===== config.mk =====
export PLATFORM = sky130hd
export DESIGN_NAME = crc8_frame_check
export DESIGN_NICKNAME = d
export VERILOG_FILES = /design/src/rtl/crc8_frame_check_pkg.sv /design/src/rtl/crc8_frame_check_crc.sv /design/src/rtl/crc8_frame_check.sv
export SDC_FILE = /design/constraint.sdc
export NUM_CORES = 1
export LEC_CHECK = 0
export CORE_ASPECT_RATIO = 1.5
export CORE_MARGIN = 1.5
export CORE_UTILIZATION = 55
export DETAILED_ROUTE_END_ITERATION = 8
export DONT_BUFFER_PORTS = 1
export GPL_TIMING_DRIVEN = 0
export PLACE_DENSITY = 0.7
export SKIP_CTS_REPAIR_TIMING = 1
export SYNTH_ARGS = -nofsm -noshare
export SYNTH_HDL_FRONTEND = slang
export SYNTH_HIERARCHICAL = 1
export SYNTH_SLANG_ARGS = --single-unit

===== constraint.sdc =====
create_clock -name clk -period 8.7 [get_ports clk]
set_clock_uncertainty 0.1 [all_clocks]
set_input_delay 1.74 -clock clk [delete_from_list [all_inputs] [get_ports clk]]
set_output_delay 1.74 -clock clk [all_outputs]
set_load 0.02 [all_outputs]

===== src/rtl/crc8_frame_check_pkg.sv =====
// Shared frame geometry, FSM state encoding and counter helper for the
// CRC-8 framed-stream checker.
package crc8_frame_check_pkg;

  localparam int unsigned FRAME_LEN     = 10;
  localparam int unsigned CRC_IDX       = 7;
  localparam int unsigned PAYLOAD_BYTES = 7;
  localparam int unsigned TRAILER_BYTES = 2;

  localparam int unsigned BYTE_W    = 8;
  localparam int unsigned IDX_W     = 4;
  localparam int unsigned CNT_W     = 16;
  localparam int unsigned PAYLOAD_W = PAYLOAD_BYTES * BYTE_W;
  localparam int unsigned TRAILER_W = TRAILER_BYTES * BYTE_W;

  typedef enum logic [1:0] {
    HUNT,
    PAYLOAD,
    CHECK,
    TRAILER
  } state_e;

  // Counters stick at all-ones instead of wrapping.
  function automatic logic [CNT_W-1:0] sat_inc(input logic [CNT_W-1:0] v);
    return (v == '1) ? v : v + CNT_W'(1);
  endfunction

endpackage


===== src/rtl/crc8_frame_check_crc.sv =====
// One byte step of an MSB-first, non-reflected CRC-8 (no final XOR).
module crc8_byte_next
  import crc8_frame_check_pkg::*;
#(
  parameter logic [BYTE_W-1:0] POLYNOMIAL = 8'h07
) (
  input  logic [BYTE_W-1:0] crc_i,
  input  logic [BYTE_W-1:0] data_i,
  output logic [BYTE_W-1:0] crc_o
);

  logic [BYTE_W-1:0] c;

  always_comb begin
    c = crc_i ^ data_i;
    for (int b = 0; b < int'(BYTE_W); b++) begin
      c = c[BYTE_W-1] ? ({c[BYTE_W-2:0], 1'b0} ^ POLYNOMIAL) : {c[BYTE_W-2:0], 1'b0};
    end
    crc_o = c;
  end

endmodule


===== src/rtl/crc8_frame_check.sv =====
// Receives a byte stream of fixed 10-byte frames, checks the CRC-8 in byte 7
// and publishes payload, trailer, status and saturating error counters.
module crc8_frame_check
  import crc8_frame_check_pkg::*;
#(
  parameter logic [BYTE_W-1:0] POLYNOMIAL = 8'h07,
  parameter logic [BYTE_W-1:0] INITIAL    = 8'hFF
) (
  input  logic                 clk,
  input  logic                 reset,
  input  logic [BYTE_W-1:0]    data_i,
  input  logic                 valid_i,
  input  logic                 sof_i,
  output logic [PAYLOAD_W-1:0] payload_o,
  output logic [TRAILER_W-1:0] trailer_o,
  output logic                 frame_valid_o,
  output logic                 crc_err_o,
  output logic [CNT_W-1:0]     err_count_o,
  output logic [CNT_W-1:0]     sync_loss_o
);

  state_e               state_q, state_d;
  logic [IDX_W-1:0]     idx_q, idx_d;
  logic [BYTE_W-1:0]    crc_q, crc_d;
  logic [PAYLOAD_W-1:0] pay_sr_q, pay_sr_d;
  logic [BYTE_W-1:0]    byte8_q, byte8_d;
  logic                 mismatch_q, mismatch_d;
  logic [PAYLOAD_W-1:0] payload_q, payload_d;
  logic [TRAILER_W-1:0] trailer_q, trailer_d;
  logic                 frame_valid_q, frame_valid_d;
  logic                 crc_err_q, crc_err_d;
  logic [CNT_W-1:0]     err_count_q, err_count_d;
  logic [CNT_W-1:0]     sync_loss_q, sync_loss_d;

  logic [BYTE_W-1:0]    crc_seed_c;
  logic [BYTE_W-1:0]    crc_next_c;
  logic                 expect_sof_c;

  // Any accepted sof byte restarts the CRC from the seed.
  assign crc_seed_c   = sof_i ? INITIAL : crc_q;
  assign expect_sof_c = (state_q == HUNT) || ((state_q == PAYLOAD) && (idx_q == '0));

  crc8_byte_next #(
    .POLYNOMIAL(POLYNOMIAL)
  ) u_crc_byte (
    .crc_i (crc_seed_c),
    .data_i(data_i),
    .crc_o (crc_next_c)
  );

  always_ff @(posedge clk or posedge reset) begin
    if (reset) begin
      state_q       <= HUNT;
      idx_q         <= '0;
      crc_q         <= INITIAL;
      pay_sr_q      <= '0;
      byte8_q       <= '0;
      mismatch_q    <= 1'b0;
      payload_q     <= '0;
      trailer_q     <= '0;
      frame_valid_q <= 1'b0;
      crc_err_q     <= 1'b0;
      err_count_q   <= '0;
      sync_loss_q   <= '0;
    end else begin
      state_q       <= state_d;
      idx_q         <= idx_d;
      crc_q         <= crc_d;
      pay_sr_q      <= pay_sr_d;
      byte8_q       <= byte8_d;
      mismatch_q    <= mismatch_d;
      payload_q     <= payload_d;
      trailer_q     <= trailer_d;
      frame_valid_q <= frame_valid_d;
      crc_err_q     <= crc_err_d;
      err_count_q   <= err_count_d;
      sync_loss_q   <= sync_loss_d;
    end
  end

  always_comb begin
    state_d       = state_q;
    idx_d         = idx_q;
    crc_d         = crc_q;
    pay_sr_d      = pay_sr_q;
    byte8_d       = byte8_q;
    mismatch_d    = mismatch_q;
    payload_d     = payload_q;
    trailer_d     = trailer_q;
    frame_valid_d = 1'b0;
    crc_err_d     = crc_err_q;
    err_count_d   = err_count_q;
    sync_loss_d   = sync_loss_q;

    if (valid_i) begin
      if (sof_i) begin
        // sof mid-frame aborts the frame; the byte becomes byte 0 either way.
        if (!expect_sof_c) begin
          sync_loss_d = sat_inc(sync_loss_q);
        end
        state_d  = PAYLOAD;
        idx_d    = IDX_W'(1);
        crc_d    = crc_next_c;
        pay_sr_d = PAYLOAD_W'(data_i);
      end else begin
        case (state_q)
          HUNT: begin
            state_d = HUNT;
          end
          PAYLOAD: begin
            if (idx_q == '0) begin
              sync_loss_d = sat_inc(sync_loss_q);
              state_d     = HUNT;
            end else begin
              crc_d    = crc_next_c;
              pay_sr_d = {pay_sr_q[PAYLOAD_W-BYTE_W-1:0], data_i};
              idx_d    = idx_q + IDX_W'(1);
              if (idx_q == IDX_W'(CRC_IDX - 1)) begin
                state_d = CHECK;
              end
            end
          end
          CHECK: begin
            mismatch_d = (data_i != crc_q);
            idx_d      = idx_q + IDX_W'(1);
            state_d    = TRAILER;
          end
          TRAILER: begin
            if (idx_q == IDX_W'(FRAME_LEN - 1)) begin
              frame_valid_d = 1'b1;
              payload_d     = pay_sr_q;
              trailer_d     = {byte8_q, data_i};
              crc_err_d     = mismatch_q;
              if (mismatch_q) begin
                err_count_d = sat_inc(err_count_q);
              end
              state_d = PAYLOAD;
              idx_d   = '0;
              crc_d   = INITIAL;
            end else begin
              byte8_d = data_i;
              idx_d   = idx_q + IDX_W'(1);
            end
          end
          default: begin
            state_d = HUNT;
          end
        endcase
      end
    end
  end

  assign payload_o     = payload_q;
  assign trailer_o     = trailer_q;
  assign frame_valid_o = frame_valid_q;
  assign crc_err_o     = crc_err_q;
  assign err_count_o   = err_count_q;
  assign sync_loss_o   = sync_loss_q;

endmodule

==> results_dict.tcl, run 1 <==
set metrics [dict create \
    syn_area_sq_mm 0.00784 \
    ios 118 \
    synthCells 578 \
    final_cells 803 \
    cts_made_buffers 17 \
    timing.rr.start "idx_q[1]$_DFFE_PP0P_" \
    grt_antenna_before_repair 0 \
    overflow 0 \
    r2r_cells 7 \
    hold_viol_final 0 \
    tns_ns 0 \
    clock-root-buffer "clkbuf_16" \
    synth_cell_types 54 \
    remaining_drc_errors 0 \
    fin_crit_sh_pct 37.4 \
    p_leak_uw 0.00411 \
    gp_congestion 0.857 \
    multi_input_area_sq_mm 0.00301 \
    p_seq_share_pct 48.7 \
    fin_ws_ns 5.45 \
    hold_path_startpoint "pay_sr_q[51]$_DFFE_PP0P_" \
    synth_edf_count 0 \
    slew_headroom_pct 63.6 \
    dp_hpwl_microns 10900 \
    drt_iter0_drc 137 \
    synth-seq-cells 185 \
    grt_pass1_vias 4933 \
    cts_sinks 185 \
    synth-seq-area-share_pct 59.2 \
    core_sq_mm 0.0140 \
    whs_ns 0.400 \
    p_per_area_mw_per_mm2 246 \
    holdPathEnd "pay_sr_q[51]$_DFFE_PP0P_" \
    start_kind "input pin" \
    critPathRequiredTime_ns 8.95 \
    peakVddDrop_v 0.000146 \
    final_layout_size_suffix_gt1_share_pct 29.8 \
    tightest_slew_ns 0.545 \
    portBuffers 0 \
    status "complete, no violations" \
    mostFrequentLayoutCell "dfrtp_1" \
    pre_cts_slack_ns 4.99 \
    intPower_uw 1500 \
    synthesis.nets 596 \
    nFillCells 1073 \
    avgSynthCellArea_sq_um 13.6 \
    layout_common_cells "dfrtp_1, mux2_2, a22o_1" \
    p_sw_uw 645 \
    grt_start_max_net_pins 108 \
    start_util_pct 56.0 \
    syn_to_final_growth_pct 11.0 \
    die-area_sq_mm 0.0150 \
    yosys_warnings 6 \
    rows 53 \
    hold_path.class "flip-flop to flip-flop" \
    worst_setup_path_end_kind "flip-flop" \
    finalWorstPathRequiredPeriod_ns 3.25 \
    crit_path_start "sof_i" \
    setup_viol 0 \
    drt-pass1-iter-count 4 \
    h-tree-depth 4 \
    cap_violations 0 \
    vias 4605 \
    swShare_pct 30.1 \
    die_width_microns 100 \
    die_h_microns 149 \
    p_comb_share_pct 16.4 \
    cts_tree "built" \
    wire_per_inst_microns 19.2 \
    viasPerCell 5.73 \
    num_antenna_cells 0 \
    cp_max_fo 10 \
    drv_slew 0 \
    max_freq_mhz 307 \
    fin_nets 616 \
    clockPowerShare_pct 34.8 \
    rsz0062_at_grt "no" \
    rr_endpoint "payload_o[22]$_DFFE_PP0P_" \
    groute.usage.overall_pct 22.1 \
    dp_cells 771 \
    r2r_slack_ns 6.41 \
    clock_path_buffers 2 \
    worstSetupPathType "input pin to flip-flop" \
    synth-async-reset-ratio_pct 100 \
    clkTransAtPathRegs_ns 0.08 \
    ant_nets 0 \
    clk-insertion-delay-late_ns 0.42 \
    grt_pass1_wl_microns 25600 \
    regArea_sq_mm 0.00464 \
    routed_wl_microns 15400 \
    worst_ep_arrival_time_ns 3.50 \
    synthFlopType "dfrtp_1" \
    worstHoldPathCells 1 \
]
==> how the worst max path moves through the flow <==
| stage | to | slack [ns] | cells past startpoint |
|---|---|---|---|
| 2_1_floorplan | byte8_q[0]$_DFFE_PP0P_ | 1.84 | 1 |
| 3_3_place_gp | payload_o[20]$_DFFE_PP0P_ | 0.28 | 1 |
| 3_5_place_dp | crc_q[6]$_DFFE_PP1P_ | 4.99 | 8 |
| 4_1_cts | crc_q[6]$_DFFE_PP1P_ | 5.44 | 8 |
| 5_1_grt | crc_q[6]$_DFFE_PP1P_ | 5.24 | 8 |
| 6_report | crc_q[6]$_DFFE_PP1P_ | 5.45 | 8 |
==> cell usage after synthesis (all sizes together), types with 4 or more instances <==
cell type / count / area, sq um
xnor2: 39 / 364
and3: 7 / 43.8
nor3: 8 / 45.0
dfrtp: 177 / 4430
xor2: 17 / 149
o21ai: 5 / 25.0
nand3: 17 / 103
mux2: 92 / 1040
o31ai: 4 / 30.0
buf: 23 / 158
nand2: 17 / 66.3
nand4: 17 / 113
or2: 8 / 50.1
a21oi: 13 / 68.8
dfstp: 8 / 210
nor2: 36 / 140
ha: 6 / 75.1
a22o: 49 / 429
inv: 7 / 26.3
==> power groups by stage <==
stage,clock [uW],sequential [uW],combinational (uW)
after detailed placement,0,1060,353
final,746,1040,352
after global routing,802,1060,393
after CTS,764,1040,355
after floorplan,0,1030,294
after global placement,0,1050,338
==> sequential cells by signal, indices dropped and copies added, names as in the netlist <==
| register | cells |
|---|---|
| byte8_q | 8 |
| crc_err_o | 1 |
| crc_q | 8 |
| err_count_o | 16 |
| frame_valid_o | 1 |
| idx_q | 4 |
| mismatch_q | 1 |
| pay_sr_q | 56 |
| payload_o | 56 |
| state_q | 2 |
| sync_loss_o | 16 |
| trailer_o | 16 |
==> metrics by stage <==
step | power, uW | instance area, sq um | utilization [%]
floorplan | 1330 | 7840 | -
detailed placement | 1410 | 8120 | 58.0
CTS | 2160 | 8700 | 62.2
finish | 2140 | 8700 | 62.2
global placement | 1390 | 8080 | 57.7
global route | 2250 | 8700 | 62.2
==> cell type report <==
type                       count  share of cell area, %
sequential                   185                   53.3
multi-input combinational    360                   34.5
clock buffer                  18                   4.93
tap                          192                   2.76
buffer                        26                   1.94
clock inverter                14                   1.80
inverter                       7                  0.388
timing repair buffer           1                  0.316
==> critical path: stages <==
cell,delay (ns)
buf_2,0.20
clkbuf_1,0.37
or2_2,0.19
xor2_1,0.27
xor2_1,0.30
xor2_1,0.19
nor2_1,0.07
a21oi_1,0.16
==> cells by family after synthesis <==
logic type	synth area share (%)
AND/OR/NAND/NOR	9.11
adder cells (fa/ha/maj)	0.958
flip-flops	59.2
multiplexers	13.2
XOR/XNOR	6.54
buffers and inverters	2.49
AO/OA/AOI/OAI	8.51
==> per-layer routing <==
metal  routed length (microns)  global-route usage, %  vias up  part of all wire, %
li1                          -                      -     2115                    -
met1                      6000                   24.8     2369                   39
met2                      8340                   39.5      105                   54
met3                       785                   6.42       16                  5.1
met4                       265                   8.24        0                  1.7
met5                         0                      0        -                    0
Power figures use the tool's default switching activity.
==> run 2: changes to the inputs <==
--- a/config.mk
+++ b/config.mk
@@ -11,7 +11,7 @@
 export DETAILED_ROUTE_END_ITERATION = 8
 export DONT_BUFFER_PORTS = 1
 export GPL_TIMING_DRIVEN = 0
-export PLACE_DENSITY = 0.7
+export PLACE_DENSITY = 0.73
 export SKIP_CTS_REPAIR_TIMING = 1
 export SYNTH_ARGS = -nofsm -noshare
 export SYNTH_HDL_FRONTEND = slang
==> constraint.sdc (replaced) <==
create_clock -name clk -period 2.8 [get_ports clk]
set_clock_uncertainty 0.1 [all_clocks]
set_input_delay 0.56 -clock clk [delete_from_list [all_inputs] [get_ports clk]]
set_output_delay 0.56 -clock clk [all_outputs]
set_load 0.02 [all_outputs]
==> results_dict.tcl, run 2 (synthesis results as in run 1) <==
set metrics [dict create \
    die-area_sq_mm 0.0150 \
    fin_area_sq_mm 0.00882 \
    p_leak_uw 0.00417 \
    slew_headroom_pct 64.8 \
    overflow 0 \
    dp_hpwl_microns 11500 \
    gp_congestion 0.859 \
    met1Wirelength_microns 6230 \
    critPathRequiredTime_ns 3.01 \
    hold_viol_final 0 \
    core_sq_mm 0.0140 \
    ios 118 \
    portBuffers 0 \
    viasPerCell 5.84 \
    clock-root-buffer "clkbuf_16" \
    start_kind "flip-flop" \
    worst_ep_arrival_time_ns 2.51 \
    vias 4722 \
    clk-insertion-delay-late_ns 0.43 \
    tns_ns 0 \
    die_h_microns 149 \
    rr_endpoint "payload_o[26]$_DFFE_PP0P_" \
    routed_wl_microns 15900 \
    slowest_delay_ns 0.43 \
    cts_sinks 185 \
    layout_common_cells "dfrtp_1, mux2_2, a22o_1" \
    ant_nets 0 \
    fin_crit_sh_pct 82.1 \
    start_util_pct 56.0 \
    final_layout_size_suffix_gt1_share_pct 30.4 \
    grt_pass1_vias 5030 \
    drt-pass1-iter-count 4 \
    groute.usage.overall_pct 22.3 \
    cap_violations 0 \
    total_power_uw 6810 \
    r2r_cells 7 \
    finalWorstPathRequiredPeriod_ns 2.30 \
    clkTransAtPathRegs_ns 0.07 \
    syn_to_final_growth_pct 12.5 \
    cts_made_buffers 17 \
    h-tree-depth 4 \
    routed-wl-met3_microns 874 \
    wire_per_inst_microns 19.7 \
    whs_ns 0.180 \
    holdPathEnd "byte8_q[3]$_DFFE_PP0P_" \
    die_width_microns 100 \
    status "complete, no violations" \
    place_area_sq_mm 0.00819 \
    routed.top_layer "met4" \
    peakVddDrop_v 0.000550 \
    fin_nets 621 \
    clock_path_buffers 2 \
    slowest_stage "dfrtp_1" \
    remaining_drc_errors 0 \
    crit_chain "inv_1 -> ha_1 -> nand3b_4 -> nor4_4 -> buf_4 -> buf_6 -> mux2_2" \
    drt_iter0_drc 177 \
    wl_met2_microns 8660 \
    multi_input_area_sq_mm 0.00301 \
    worstHoldPathCells 1 \
    tightest_slew_ns 0.524 \
    max_freq_mhz 435 \
    grt_start_max_net_pins 44 \
    timing.rr.start "idx_q[1]$_DFFE_PP0P_" \
    rsz0062_at_grt "no" \
    setup_viol 0 \
    rows 53 \
    hold_path.class "input pin to flip-flop" \
    cp_max_fo 10 \
    mostFrequentLayoutCell "dfrtp_1" \
    cts_tree "built" \
    hold_path_startpoint "data_i[3]" \
    worstSetupPathType "flip-flop to flip-flop" \
    drv_slew 0 \
    r2r_slack_ns 0.50 \
    regArea_sq_mm 0.00464 \
    grt_antenna_before_repair 0 \
    nFillCells 1055 \
    worst_setup_path_end_kind "flip-flop" \
    p_per_area_mw_per_mm2 772 \
    grt_pass1_wl_microns 25900 \
    num_antenna_cells 0 \
]
-- run 2: changes by cell type in the layout (fill, tap and decap cells not counted), sizes merged --
cell,delta
clkinv,-1
bufinv,+1
buf,+4
dlygate4sd3,+1
-- run 2: layer usage --
metal  vias to the layer above  track usage (%)
met5                         -                0
met4                         0             6.27
met3                        11             6.79
met2                       130             40.0
met1                      2450             25.6
li1                       2131                -
-- run 2: how the worst max path moves through the flow --
stage	end	depth (start not counted)	start
6_report	payload_o[26]$_DFFE_PP0P_	7	idx_q[1]$_DFFE_PP0P_
5_1_grt	payload_o[14]$_DFFE_PP0P_	7	idx_q[1]$_DFFE_PP0P_
4_1_cts	payload_o[19]$_DFFE_PP0P_	7	idx_q[1]$_DFFE_PP0P_
3_5_place_dp	payload_o[19]$_DFFE_PP0P_	6	valid_i
3_3_place_gp	byte8_q[3]$_DFFE_PP0P_	1	reset
2_1_floorplan	byte8_q[0]$_DFFE_PP0P_	1	reset
-- run 2: critical path: cells and delay by family, from the launching register on --
| family | cells | cell delay (ns) |
|---|---|---|
| buf+inv | 3 | 0.61 |
| fa+ha+maj | 1 | 0.22 |
| simple gates | 2 | 0.47 |
| mux | 1 | 0.35 |
| flops | 1 | 0.43 |
-- run 2: cell type report --
| type | count | area share, % |
|---|---|---|
| Clock inverter | 14 | 2.00 |
| Inverter | 7 | 0.341 |
| Tap cell | 192 | 2.72 |
| Clock buffer | 18 | 4.98 |
| Buffer | 26 | 1.92 |
| Multi-Input combinational cell | 360 | 34.1 |
| Sequential cell | 185 | 52.6 |
| Timing Repair Buffer | 6 | 1.33 |
-- run 2: through the flow --
| step | util (%) | cells | worst slack [ns] |
|---|---|---|---|
| 4_1_cts | 62.9 | 807 | 0.460 |
| 2_1_floorplan | - | 578 | -0.232 |
| 3_5_place_dp | 58.5 | 775 | 0.348 |
| 5_1_grt | 63.0 | 808 | 0.367 |
| 6_report | 63.0 | 808 | 0.502 |
| 3_3_place_gp | 57.8 | 770 | -0.989 |
-- run 2: power by group --
group	switching, uW	internal (uW)	total, uW	leakage (uW)
Clock	1140	1310	2450	0.000295
Sequential	295	2950	3240	0.00251
Combinational	600	514	1110	0.00136
